==> config.mk <==
export PLATFORM = sky130hd
export DESIGN_NAME = network_interface
export DESIGN_NICKNAME = d
export VERILOG_FILES = /design/src/rtl/network_interface_pkg.sv /design/src/rtl/network_interface_queue.sv /design/src/rtl/network_interface.sv
export SDC_FILE = /design/constraint.sdc
export NUM_CORES = 1
export LEC_CHECK = 0
export CAP_MARGIN = 30
export CORE_MARGIN = 4
export CORE_UTILIZATION = 25
export CTS_CLUSTER_DIAMETER = 150
export DETAILED_ROUTE_END_ITERATION = 10
export GPL_ROUTABILITY_DRIVEN = 0
export GPL_TIMING_DRIVEN = 0
export SYNTH_ARGS = -nofsm -noshare
export SYNTH_HDL_FRONTEND = slang
export SYNTH_SLANG_ARGS = --single-unit
==> constraint.sdc <==
create_clock -name clk -period 6.5 [get_ports clk]
set_clock_uncertainty 0.2 [all_clocks]
set_input_delay 1.3 -clock clk [delete_from_list [all_inputs] [get_ports clk]]
set_output_delay 1.3 -clock clk [all_outputs]
set_load 0.02 [all_outputs]
==> src/rtl/network_interface_pkg.sv <==
// Shared definitions for the network interface: packet layout, timestamp
// width and the saturating accumulator used for latency statistics.
package network_interface_pkg;

    // Width of the free-running timestamp counter and packet timestamp field.
    localparam int TS_WIDTH    = 8;
    // Width of every X/Y coordinate field in a packet.
    localparam int COORD_WIDTH = 4;

    typedef struct packed {
        logic [COORD_WIDTH-1:0] x_source;
        logic [COORD_WIDTH-1:0] y_source;
        logic [COORD_WIDTH-1:0] x_dest;
        logic [COORD_WIDTH-1:0] y_dest;
        logic [TS_WIDTH-1:0]    timestamp;
    } packet_t;

    // Add a latency sample to a 32-bit accumulator, clamping at all-ones
    // instead of wrapping so a long run never reports a small total.
    function automatic logic [31:0] sat_add32(input logic [31:0]         acc,
                                              input logic [TS_WIDTH-1:0] inc);
        logic [32:0] sum;
        sum = {1'b0, acc} + {{(33 - TS_WIDTH){1'b0}}, inc};
        return sum[32] ? 32'hFFFF_FFFF : sum[31:0];
    endfunction

endpackage

==> src/rtl/network_interface_queue.sv <==
// ni_queue: circular FIFO of packet_t with an occupancy count.
// Pushes while full and pops while empty are ignored, so callers may
// derive their enables from count_o without extra guarding. The head
// entry is read straight from storage; a packet pushed in one cycle is
// visible at head_o from the next cycle on (no write-through bypass).
module ni_queue
    import network_interface_pkg::*;
#(
    parameter int DEPTH = 4
) (
    input  logic                   clk,
    input  logic                   reset_n,
    input  logic                   push_i,
    input  packet_t                push_data_i,
    input  logic                   pop_i,
    output packet_t                head_o,
    output logic [$clog2(DEPTH):0] count_o
);
    localparam int AW = $clog2(DEPTH);
    localparam int CW = AW + 1;

    packet_t       mem_q [DEPTH];
    logic [AW-1:0] wr_ptr_q, wr_ptr_d;
    logic [AW-1:0] rd_ptr_q, rd_ptr_d;
    logic [CW-1:0] count_q, count_d;
    logic          full;
    logic          empty;
    logic          push_ok;
    logic          pop_ok;

    assign full    = (count_q == CW'(DEPTH));
    assign empty   = (count_q == '0);
    assign push_ok = push_i && !full;
    assign pop_ok  = pop_i && !empty;
    assign head_o  = mem_q[rd_ptr_q];
    assign count_o = count_q;

    // Next pointers and count; DEPTH is a power of two so pointers wrap naturally.
    always_comb begin
        wr_ptr_d = wr_ptr_q;
        rd_ptr_d = rd_ptr_q;
        count_d  = count_q;
        if (push_ok) begin
            wr_ptr_d = wr_ptr_q + 1'b1;
        end
        if (pop_ok) begin
            rd_ptr_d = rd_ptr_q + 1'b1;
        end
        case ({push_ok, pop_ok})
            2'b10:   count_d = count_q + 1'b1;
            2'b01:   count_d = count_q - 1'b1;
            default: count_d = count_q;
        endcase
    end

    // Pointer and count registers; reset discards any queued packets.
    always_ff @(posedge clk or negedge reset_n) begin
        if (!reset_n) begin
            wr_ptr_q <= '0;
            rd_ptr_q <= '0;
            count_q  <= '0;
        end else begin
            wr_ptr_q <= wr_ptr_d;
            rd_ptr_q <= rd_ptr_d;
            count_q  <= count_d;
        end
    end

    // Packet storage; cleared on reset so the idle head reads as zero.
    always_ff @(posedge clk or negedge reset_n) begin
        if (!reset_n) begin
            for (int i = 0; i < DEPTH; i++) begin
                mem_q[i] <= '0;
            end
        end else if (push_ok) begin
            mem_q[wr_ptr_q] <= push_data_i;
        end
    end

endmodule

==> src/rtl/network_interface.sv <==
// Network interface between a processing element (PE) and its router's
// local port. Injection: PE packets are stamped with this node's
// coordinates and the current time, queued, and presented to the router.
// Ejection: router packets are captured into a 2-entry buffer and handed
// to the PE, while latency, counts and a sticky misroute flag are kept.
//
// Handshake on every link: the sender shows data with a valid flag, the
// receiver shows an enable; a transfer happens in exactly the cycles where
// valid and enable are both high. Enables come from registered occupancy
// only, and outgoing valids already include the downstream enable, so a
// high outgoing valid always means a transfer in that cycle.
module network_interface
    import network_interface_pkg::*;
#(
    parameter int X_LOC     = 0,
    parameter int Y_LOC     = 0,
    parameter int INJ_DEPTH = 4
) (
    input  logic        clk,
    input  logic        reset_n,
    input  packet_t     i_pe_data,
    input  logic        i_pe_data_val,
    output logic        o_pe_en,
    output packet_t     o_router_data,
    output logic        o_router_data_val,
    input  logic        i_router_en,
    input  packet_t     i_router_data,
    input  logic        i_router_data_val,
    output logic        o_router_en,
    output packet_t     o_pe_data,
    output logic        o_pe_data_val,
    input  logic        i_pe_en,
    output logic [31:0] o_sent_count,
    output logic [31:0] o_recv_count,
    output logic [31:0] o_latency_sum,
    output logic        o_misroute
);
    localparam int INJ_CW   = $clog2(INJ_DEPTH) + 1;
    localparam int EJ_DEPTH = 2;
    localparam int EJ_CW    = $clog2(EJ_DEPTH) + 1;

    localparam logic [COORD_WIDTH-1:0] LOC_X = COORD_WIDTH'(X_LOC);
    localparam logic [COORD_WIDTH-1:0] LOC_Y = COORD_WIDTH'(Y_LOC);

    // Time base
    logic [TS_WIDTH-1:0] ts_now_q, ts_now_d;

    // Injection path
    packet_t             inj_push_data;
    logic                inj_push;
    logic                inj_pop;
    logic [INJ_CW-1:0]   inj_count;

    // Ejection path
    logic                ej_capture;
    logic                ej_pop;
    logic [EJ_CW-1:0]    ej_count;
    logic [TS_WIDTH-1:0] capture_latency;
    logic                capture_foreign;

    // Statistics
    logic [31:0]         sent_count_q, sent_count_d;
    logic [31:0]         recv_count_q, recv_count_d;
    logic [31:0]         latency_sum_q, latency_sum_d;
    logic                misroute_q, misroute_d;

    // ------------------------------------------------------------------
    // Time base
    // ------------------------------------------------------------------

    // Free-running timestamp, wraps modulo 2^TS_WIDTH.
    always_comb begin
        ts_now_d = ts_now_q + 1'b1;
    end

    // Timestamp register.
    always_ff @(posedge clk or negedge reset_n) begin
        if (!reset_n) begin
            ts_now_q <= '0;
        end else begin
            ts_now_q <= ts_now_d;
        end
    end

    // ------------------------------------------------------------------
    // Injection: PE -> queue -> router
    // ------------------------------------------------------------------

    // Stamp source coordinates and injection time; dest fields pass through.
    always_comb begin
        inj_push_data           = i_pe_data;
        inj_push_data.x_source  = LOC_X;
        inj_push_data.y_source  = LOC_Y;
        inj_push_data.timestamp = ts_now_q;
    end

    // Full is judged on the registered count only: a pop in the same cycle
    // does not reopen the queue until the next cycle.
    assign o_pe_en           = (inj_count < INJ_CW'(INJ_DEPTH));
    assign inj_push          = i_pe_data_val && o_pe_en;
    assign o_router_data_val = (inj_count != '0) && i_router_en;
    assign inj_pop           = o_router_data_val;

    ni_queue #(
        .DEPTH (INJ_DEPTH)
    ) u_inj_queue (
        .clk         (clk),
        .reset_n     (reset_n),
        .push_i      (inj_push),
        .push_data_i (inj_push_data),
        .pop_i       (inj_pop),
        .head_o      (o_router_data),
        .count_o     (inj_count)
    );

    // ------------------------------------------------------------------
    // Ejection: router -> buffer -> PE
    // ------------------------------------------------------------------

    assign o_router_en   = (ej_count < EJ_CW'(EJ_DEPTH));
    assign ej_capture    = i_router_data_val && o_router_en;
    assign o_pe_data_val = (ej_count != '0) && i_pe_en;
    assign ej_pop        = o_pe_data_val;

    ni_queue #(
        .DEPTH (EJ_DEPTH)
    ) u_ej_queue (
        .clk         (clk),
        .reset_n     (reset_n),
        .push_i      (ej_capture),
        .push_data_i (i_router_data),
        .pop_i       (ej_pop),
        .head_o      (o_pe_data),
        .count_o     (ej_count)
    );

    // Network latency of the arriving packet (modular, so wrap is harmless)
    // and whether it was addressed to some other node.
    always_comb begin
        capture_latency = ts_now_q - i_router_data.timestamp;
        capture_foreign = (i_router_data.x_dest != LOC_X) ||
                          (i_router_data.y_dest != LOC_Y);
    end

    // ------------------------------------------------------------------
    // Statistics
    // ------------------------------------------------------------------

    // Next statistic values from this cycle's transfers.
    always_comb begin
        sent_count_d  = sent_count_q;
        recv_count_d  = recv_count_q;
        latency_sum_d = latency_sum_q;
        misroute_d    = misroute_q;
        if (inj_pop) begin
            sent_count_d = sent_count_q + 32'd1;
        end
        if (ej_capture) begin
            recv_count_d  = recv_count_q + 32'd1;
            latency_sum_d = sat_add32(latency_sum_q, capture_latency);
            if (capture_foreign) begin
                misroute_d = 1'b1;
            end
        end
    end

    // Statistic registers; the misroute flag is sticky until reset.
    always_ff @(posedge clk or negedge reset_n) begin
        if (!reset_n) begin
            sent_count_q  <= '0;
            recv_count_q  <= '0;
            latency_sum_q <= '0;
            misroute_q    <= 1'b0;
        end else begin
            sent_count_q  <= sent_count_d;
            recv_count_q  <= recv_count_d;
            latency_sum_q <= latency_sum_d;
            misroute_q    <= misroute_d;
        end
    end

    assign o_sent_count  = sent_count_q;
    assign o_recv_count  = recv_count_q;
    assign o_latency_sum = latency_sum_q;
    assign o_misroute    = misroute_q;

endmodule
==> reports/qor.tcl, run 1 <==
set qor(grt_setup_unrepaired) {no}
set qor(routed_wire_length_per_instance_microns) 16.59
set qor(final-hold-violation-count) 0
set qor(p_sw_mw) 2.079
set qor(cellInternalPower_mw) 4.123
set qor(detail_route.iter0.violations) 405
set qor(synthFlopType) {dfrtp_1}
set qor(area_growth_syn_to_layout_pct) 32.73
set qor(share_clk_of_total_power_pct) 25.9
set qor(power-per-cell-area_mw_per_mm2) 438.0
set qor(max_cap_viol_count) 0
set qor(worst_hold_path_type) {flop to flop}
set qor(critPathSlowestCell) {clkdlybuf4s50_1}
set qor(critical_path_class) {primary input to flop}
set qor(placement_rows) 75
set qor(cts.root.buffer_cell) {clkbuf_16}
set qor(start_util_pct) 25.38
set qor(grt_remaining_overflow) 0
set qor(outcome) {completed}
set qor(power_mw) 6.202
set qor(drc_errors) 0
set qor(core-area_sq_mm) 0.04204
set qor(power.share.sequential_pct) 34.2
set qor(most_used_standard_cell_by_instance_count_after_synthesis) {dfrtp_1}
set qor(synth_area_sq_mm) 0.01067
set qor(synthCells) 869
set qor(setup_total_negative_slack_ns) 0
set qor(numCtsBuffers) 27
set qor(antenna_violations_before_repair) 2
set qor(hold_buffers) 0
set qor(grt_pass1_vias) 7739
set qor(synth.area.top_cells) {dfrtp_1 53%, mux2_2 13%, xnor2_1 5.4%}
set qor(finalSetupViolations) 0
set qor(cts_resized) 0
set qor(synth-edff-count) 0
set qor(finalWirelength_microns) 27270
set qor(final_core_util_pct) 33.68
set qor(setup.worst_path.start_class) {primary input}
set qor(synth.lib_cells_used.distinct) 51
set qor(tritoncts_clock_tree) {done}
set qor(cts_sinks) 228
set qor(max_stage_delay_ns) 0.59
set qor(via_count) 7433
set qor(cts.htree.levels) 1
set qor(worst-endpoint-required_ns) 6.69
set qor(dieArea_sq_mm) 0.04604
set qor(buffers_inserted_during_post_cts_setup_optimization) 0
set qor(diodes) 0
set qor(critical_path.cell_chain) {clkdlybuf4s50_1 > ha_1 > inv_1 > fa_1 > a21o_1 > a21oi_1 > o21bai_1 > a21oi_1 > xnor2_1 > ha_1 > or2_2 > a21o_1 > and3_1 > clkbuf_1 > nand2_1 > clkbuf_1 > o21ai_0}
set qor(timing.critical_path.fanout_max) 10
set qor(number_of_warnings_reported_in_the_yosys_synthesis_log) 0
set qor(buffer_ports.inserted) 178
set qor(maximum_number_of_pins_on_one_net_before_global_route_repair) 92
set qor(worst-slew-pin-transition_ns) 0.8155
set qor(antenna_violation_net_count_after_detailed_routing) 0
set qor(synthesized_flop_and_latch_total) 228
set qor(achievable-frequency_ghz) 0.1896
set qor(rrSetupSlack_ns) 2.03
set qor(synth_top_area_share_pct) 53.48
set qor(timing.slew.headroom_pct) 45.63
set qor(vias_per_cell) 4.521
set qor(drive_gt1_share_pct) 18.64
set qor(average_cell_area_after_synthesis_sq_um) 12.28
set qor(cell_accounting_for_the_most_synthesized_area) {dfrtp_1}
set qor(grt.total_usage_pct) 11.63
set qor(async_flop_share_pct) 100.0
set qor(chipWidth_microns) 214.6
set qor(cts-root-to-sink-buffers) 3
set qor(grt_first_pass_wirelength_microns) 43840
set qor(finalNetCount) 1166
set qor(critPathTopFamily) {buffers and inverters}
set qor(sequential_to_total_area_share_from_yosys_stat_pct) 53.48
set qor(path_clk_slew_ns) 0.06
set qor(layout_worst_path_cycle_share_pct) 81.14
set qor(most_numerous_cell_types_in_the_synthesized_netlist) {228 x dfrtp_1, 125 x mux2_2, 66 x xnor2_1}
set qor(hpwl_microns) 19920
set qor(buf_inv_on_cp) 4
set qor(p_leak_nw) 6.061
set qor(combPwrFrac_pct) 39.8
set qor(fp.dieH_microns) 214.6
set qor(filler_cell_count) 4193
set qor(io_pins) 203
set qor(cp-end-kind) {flop}
set qor(timing.final.max_slew_violations) 0
set qor(worst-endpoint-arrival_ns) 5.46
set qor(vdd_ir_drop_max_mv) 0.2736
set qor(power_switching_share_pct) 33.53
set qor(timing.final.crit_period_ns) 5.274
set qor(drt-pass1-iter-count) 4
set qor(worst_skew_pair.late_latency_ns) 0.54
per-stage QoR:
step / cell area [sq um] / cells / setup WS [ns] / hold WS [ns]
final: 14160 / 1644 / 1.226 / 0.2684
after global routing: 14160 / 1644 / 0.8749 / 0.2844
after CTS: 14160 / 1644 / 1.243 / 0.2723
after detailed placement: 13210 / 1595 / 0.6867 / 0.2572
after global placement: 13150 / 1593 / -6.064 / 0.2538
after floorplan: 10700 / 876 / 1.961 / 0.2444
flip-flops by register name, summed over array words and instances, names as in the netlist:
signal / flops
u_ej_queue.rd_ptr_q: 1
u_ej_queue.mem_q: 48
u_ej_queue.wr_ptr_q: 1
o_misroute: 1
ts_now_q: 8
u_inj_queue.wr_ptr_q: 2
o_sent_count: 32
u_inj_queue.rd_ptr_q: 2
o_recv_count: 32
u_inj_queue.count_o: 3
u_inj_queue.mem_q: 64
u_ej_queue.count_o: 2
o_latency_sum: 32
per-layer routing:
metal	up-vias	global-route usage, %	share of wire, %
met5	-	0	0.081
met1	3708	15.66	46
li1	3519	-	-
met2	163	18.98	47
met4	4	2.010	1.6
met3	39	3.358	6.0
cell usage in the layout, fill, tap and decap left out, types with 27 or more instances in the layout:
| cell | instances |
|---|---|
| nand3_1 | 41 |
| xor2_1 | 27 |
| inv_1 | 27 |
| clkbuf_1 | 28 |
| nor2_1 | 34 |
| clkbuf_16 | 27 |
| o21ai_0 | 32 |
| xnor2_1 | 66 |
| mux2_2 | 125 |
| nand2_1 | 64 |
| clkdlybuf4s50_1 | 177 |
| dfrtp_1 | 228 |
power groups by stage:
stage / registers (mW) / clock network [mW] / logic, mW
finish: 2.12 / 1.61 / 2.47
global route: 2.18 / 1.72 / 2.68
CTS: 2.13 / 1.67 / 2.52
detailed placement: 2.15 / 0 / 2.51
global placement: 2.12 / 0 / 2.47
floorplan: 2.15 / 0 / 1.47
worst reg2reg max path, delay by kind of cell, from the launching register on:
family          cells  cell delay (ns)
compound gates      6             1.11
xor+xnor            1             0.15
fa+ha+maj           3             0.89
buf+inv             4             0.87
flops               1             0.40
simple gates        3             0.71
cells by family after synthesis:
| group | share of synthesized area [%] |
|---|---|
| DFF | 53.48 |
| and+or+nand+nor | 10.85 |
| muxes | 16.76 |
| xor gates and xnor gates | 7.635 |
| AOI/OAI and AO/OA | 5.278 |
| buffers and inverters | 2.592 |
| adders and majority gates | 3.378 |
| other | 0.03515 |
path summary, 6_finish.rpt:
kind | from | end | cells past startpoint
setup / recovery | i_router_data[0] | o_latency_sum[20]$_DFFE_PN0P_ | 17
hold / removal | o_recv_count[31]$_DFFE_PN0P_ | o_recv_count[31]$_DFFE_PN0P_ | 1
setup reg to reg | ts_now_q[0]$_DFF_PN0_ | o_latency_sum[20]$_DFFE_PN0P_ | 17
hold reg to reg | o_recv_count[31]$_DFFE_PN0P_ | o_recv_count[31]$_DFFE_PN0P_ | 1
max in group asynchronous | reset_n | o_recv_count[24]$_DFFE_PN0P_ | 3
min in group asynchronous | reset_n | o_sent_count[16]$_DFFE_PN0P_ | 1
final cells by class:
class / instances / area [sq um] / area share (%)
clock inverter: 14 / 203.9 / 1.440
inverter: 28 / 105.1 / 0.7422
multi-input combinational: 583 / 4713 / 33.28
tap: 539 / 674.4 / 4.762
buffer: 37 / 171.4 / 1.210
sequential: 228 / 5705 / 40.29
timing repair buffer: 180 / 1842 / 13.01
clock buffer: 35 / 745.7 / 5.266
(Power assumes the default switching activity.)
==> run 2, diff against run 1 <==
==> constraint.sdc (replaced) <==
create_clock -name clk -period 4.6 [get_ports clk]
set_clock_uncertainty 0.2 [all_clocks]
set_input_delay 0.92 -clock clk [delete_from_list [all_inputs] [get_ports clk]]
set_output_delay 0.92 -clock clk [all_outputs]
set_load 0.02 [all_outputs]
==> run 2 against run 1 <==
Flip-flop and latch count did not move; global-route usage about the same; clock power is 41% higher.
==> reports/qor.tcl, run 2 (synthesized netlist as in run 1, its figures left out) <==
set qor(mostFrequentLayoutCells) {228 x dfrtp_1, 177 x clkdlybuf4s50_1, 125 x mux2_2} ;# unchanged
set qor(cellInternalPower_mw) 5.831 ;# was 4.123 mW
set qor(timing.final.max_slew_violations) 0 ;# unchanged
set qor(share_clk_of_total_power_pct) 25.9 ;# about the same
set qor(fp.dieH_microns) 214.6 ;# unchanged
set qor(worst-slew-pin-transition_ns) 0.7707 ;# was 0.8155 ns
set qor(cts_resized) 2 ;# was 0
set qor(top_regs) {u_inj_queue.mem_q x64, u_ej_queue.mem_q x48} ;# unchanged
set qor(start_util_pct) 25.38 ;# unchanged
set qor(detail_route.iter0.violations) 423 ;# was 405
set qor(hpwl_microns) 19920 ;# unchanged
set qor(antenna_violation_net_count_after_detailed_routing) 0 ;# unchanged
set qor(routed_wire_length_per_instance_microns) 16.55 ;# was 16.59 microns
set qor(fin_worst_hold_slack_ns) 0.07734 ;# was 0.2684 ns
set qor(placement_rows) 75 ;# unchanged
set qor(cts.root.buffer_cell) {clkbuf_16} ;# unchanged
set qor(most_common_cell_after_layout_fill_and_taps_aside) {dfrtp_1} ;# unchanged
set qor(power.share.sequential_pct) 34.2 ;# about the same
set qor(power_mw) 8.775 ;# was 6.202 mW
set qor(grt_pass1_vias) 7727 ;# was 7739
set qor(setup.worst_path.start_class) {primary input} ;# unchanged
set qor(drive_gt1_share_pct) 19.29 ;# was 18.64%
set qor(finalWirelength_microns) 27190 ;# was 27270 microns
set qor(worst_hold_path_type) {primary input to asynchronous set/reset pin} ;# was flop to flop
set qor(buffer_ports.inserted) 178 ;# unchanged
set qor(io_pins) 203 ;# unchanged
set qor(finalInstanceArea_sq_mm) 0.01418 ;# was 0.01416 sq mm
set qor(vias_per_cell) 4.531 ;# was 4.521
set qor(dpl-instance-area_sq_mm) 0.01321 ;# unchanged
set qor(antenna_violations_before_repair) 2 ;# unchanged
set qor(diodes) 0 ;# unchanged
set qor(hold_buffers) 0 ;# unchanged
set qor(power_switching_share_pct) 33.55 ;# was 33.53%
set qor(critPathTopFamily) {compound AO/OA/AOI/OAI gates} ;# was buffers and inverters
set qor(worst-endpoint-required_ns) 4.81 ;# was 6.69 ns
set qor(chipWidth_microns) 214.6 ;# unchanged
set qor(grt_first_pass_wirelength_microns) 43820 ;# was 43840 microns
set qor(numCtsBuffers) 27 ;# unchanged
set qor(area_growth_syn_to_layout_pct) 32.94 ;# was 32.73%
set qor(max_cap_viol_count) 0 ;# unchanged
set qor(core-area_sq_mm) 0.04204 ;# unchanged
set qor(outcome) {completed} ;# unchanged
set qor(largest_register_ffs) 64 ;# unchanged
set qor(timing.final.crit_period_ns) 4.269
set qor(critical_path.cell_chain) {clkdlybuf4s50_1 > ha_1 > inv_1 > fa_1 > a21o_1 > a21oi_2 > o21bai_1 > a21oi_1 > xnor2_1 > ha_1 > or2_2 > a21o_1 > and3_4 > nand2_1 > clkbuf_4 > o21ai_0} ;# was clkdlybuf4s50_1 > ha_1 > inv_1 > fa_1 > a21o_1 > a21oi_1 > o21bai_1 > a21oi_1 > xnor2_1 > ha_1 > or2_2 > a21o_1 > and3_1 > clkbuf_1 > nand2_1 > clkbuf_1 > o21ai_0
set qor(placed_cells) 1595 ;# unchanged
set qor(vdd_ir_drop_max_mv) 0.3866 ;# was 0.2736 mV
set qor(max_stage_delay_ns) 0.59 ;# about the same
set qor(critPathSlowestCell) {clkdlybuf4s50_1} ;# unchanged
set qor(cts.htree.levels) 1 ;# unchanged
set qor(final_core_util_pct) 33.74 ;# was 33.68%
set qor(drc_errors) 0 ;# unchanged
set qor(p_sw_mw) 2.944 ;# was 2.079 mW
set qor(timing.critical_path.fanout_max) 12 ;# was 10
set qor(maximum_number_of_pins_on_one_net_before_global_route_repair) 92 ;# unchanged
set qor(worst-endpoint-arrival_ns) 4.48 ;# was 5.46 ns
set qor(grt_setup_unrepaired) {no} ;# unchanged
set qor(critical_path_class) {primary input to flop} ;# unchanged
set qor(via_count) 7444 ;# was 7433
set qor(drt-pass1-iter-count) 5 ;# was 4
set qor(worst_skew_pair.late_latency_ns) 0.54 ;# about the same
set qor(path_clk_slew_ns) 0.06 ;# about the same
set qor(crit-reg2reg-launch) {ts_now_q[0]$_DFF_PN0_} ;# unchanged
set qor(non_filler_cells_final) 1643 ;# was 1644
set qor(finalNetCount) 1165 ;# was 1166
set qor(buffers_inserted_during_post_cts_setup_optimization) 0 ;# unchanged
set qor(timing.critical_path.from) {i_router_data[0]} ;# unchanged
set qor(combPwrFrac_pct) 39.9 ;# was 39.8%
set qor(cts-root-to-sink-buffers) 3 ;# unchanged
set qor(dieArea_sq_mm) 0.04604 ;# unchanged
set qor(buf_inv_on_cp) 3 ;# was 4
set qor(regMostFlops) {u_inj_queue.mem_q} ;# unchanged
set qor(tritoncts_clock_tree) {done} ;# unchanged
set qor(cp-end-kind) {flop} ;# unchanged
set qor(final-hold-violation-count) 0 ;# unchanged
set qor(timing.slew.headroom_pct) 48.62 ;# was 45.63%
set qor(finalSetupViolations) 0 ;# unchanged
set qor(grt.total_usage_pct) 11.62 ;# was 11.63%
set qor(grt_remaining_overflow) 0 ;# unchanged
set qor(layout_worst_path_cycle_share_pct) 92.81
set qor(cts_sinks) 228 ;# unchanged
set qor(power-per-cell-area_mw_per_mm2) 618.7 ;# was 438.0 mW/mm^2
set qor(p_leak_nw) 6.070 ;# was 6.061 nW
set qor(achievable-frequency_ghz) 0.2342
==> run 2: changes by cell type in the layout (fill, tap and decap cells not counted), sizes merged <==
cell and delta:
buf -1
==> run 2: power by group through the flow <==
stage | clock, mW | combinational [mW] | sequential (mW)
3_3_place_gp | 0 | 3.49 | 3.00
3_5_place_dp | 0 | 3.54 | 3.04
5_1_grt | 2.43 | 3.80 | 3.08
4_1_cts | 2.35 | 3.56 | 3.00
2_1_floorplan | 0 | 2.08 | 3.04
6_report | 2.27 | 3.50 | 3.00
==> run 2: final cells by class <==
cell class | instances | area, sq um
timing repair buffer | 180 | 1842
multi-input combinational | 583 | 4733
fill | 4193 | 27860
sequential | 228 | 5705
clock inverter | 14 | 203.9
clock buffer | 35 | 745.7
inverter | 28 | 105.1
buffer | 36 | 173.9
tap | 539 | 674.4
==> run 2: path summary, 6_finish.rpt <==
path,slack (ns),endpoint,depth (start not counted)
max in group asynchronous,2.87,u_ej_queue.mem_q[43]$_DFFE_PN0P_,3
min,0.08,o_sent_count[16]$_DFFE_PN0P_,1
max reg2reg,0.75,o_latency_sum[20]$_DFFE_PN0P_,16
min in group clk,0.27,o_misroute$_DFFE_PN0P_,1
max,0.33,o_latency_sum[20]$_DFFE_PN0P_,16
min reg2reg,0.27,o_misroute$_DFFE_PN0P_,1
==> run 2: metrics by stage <==
| stage | worst slack, ns | setup TNS, ns |
|---|---|---|
| global placement | -7.584 | -1732.06 |
| floorplan | 0.4412 | 0 |
| detailed placement | -0.8333 | -13.45 |
| global route | 0.06922 | 0 |
| finish | 0.3309 | 0 |
| CTS | 0.01688 | 0 |
==> run 2: per-layer routing <==
metal,global-route usage (%),vias to the layer above,part of all wire (%),routed length (microns)
met5,0,-,0.081,22
met4,2.010,4,1.6,443
met3,3.358,39,6.5,1765
met2,18.94,181,47,12690
met1,15.68,3697,45,12270
li1,-,3523,-,-
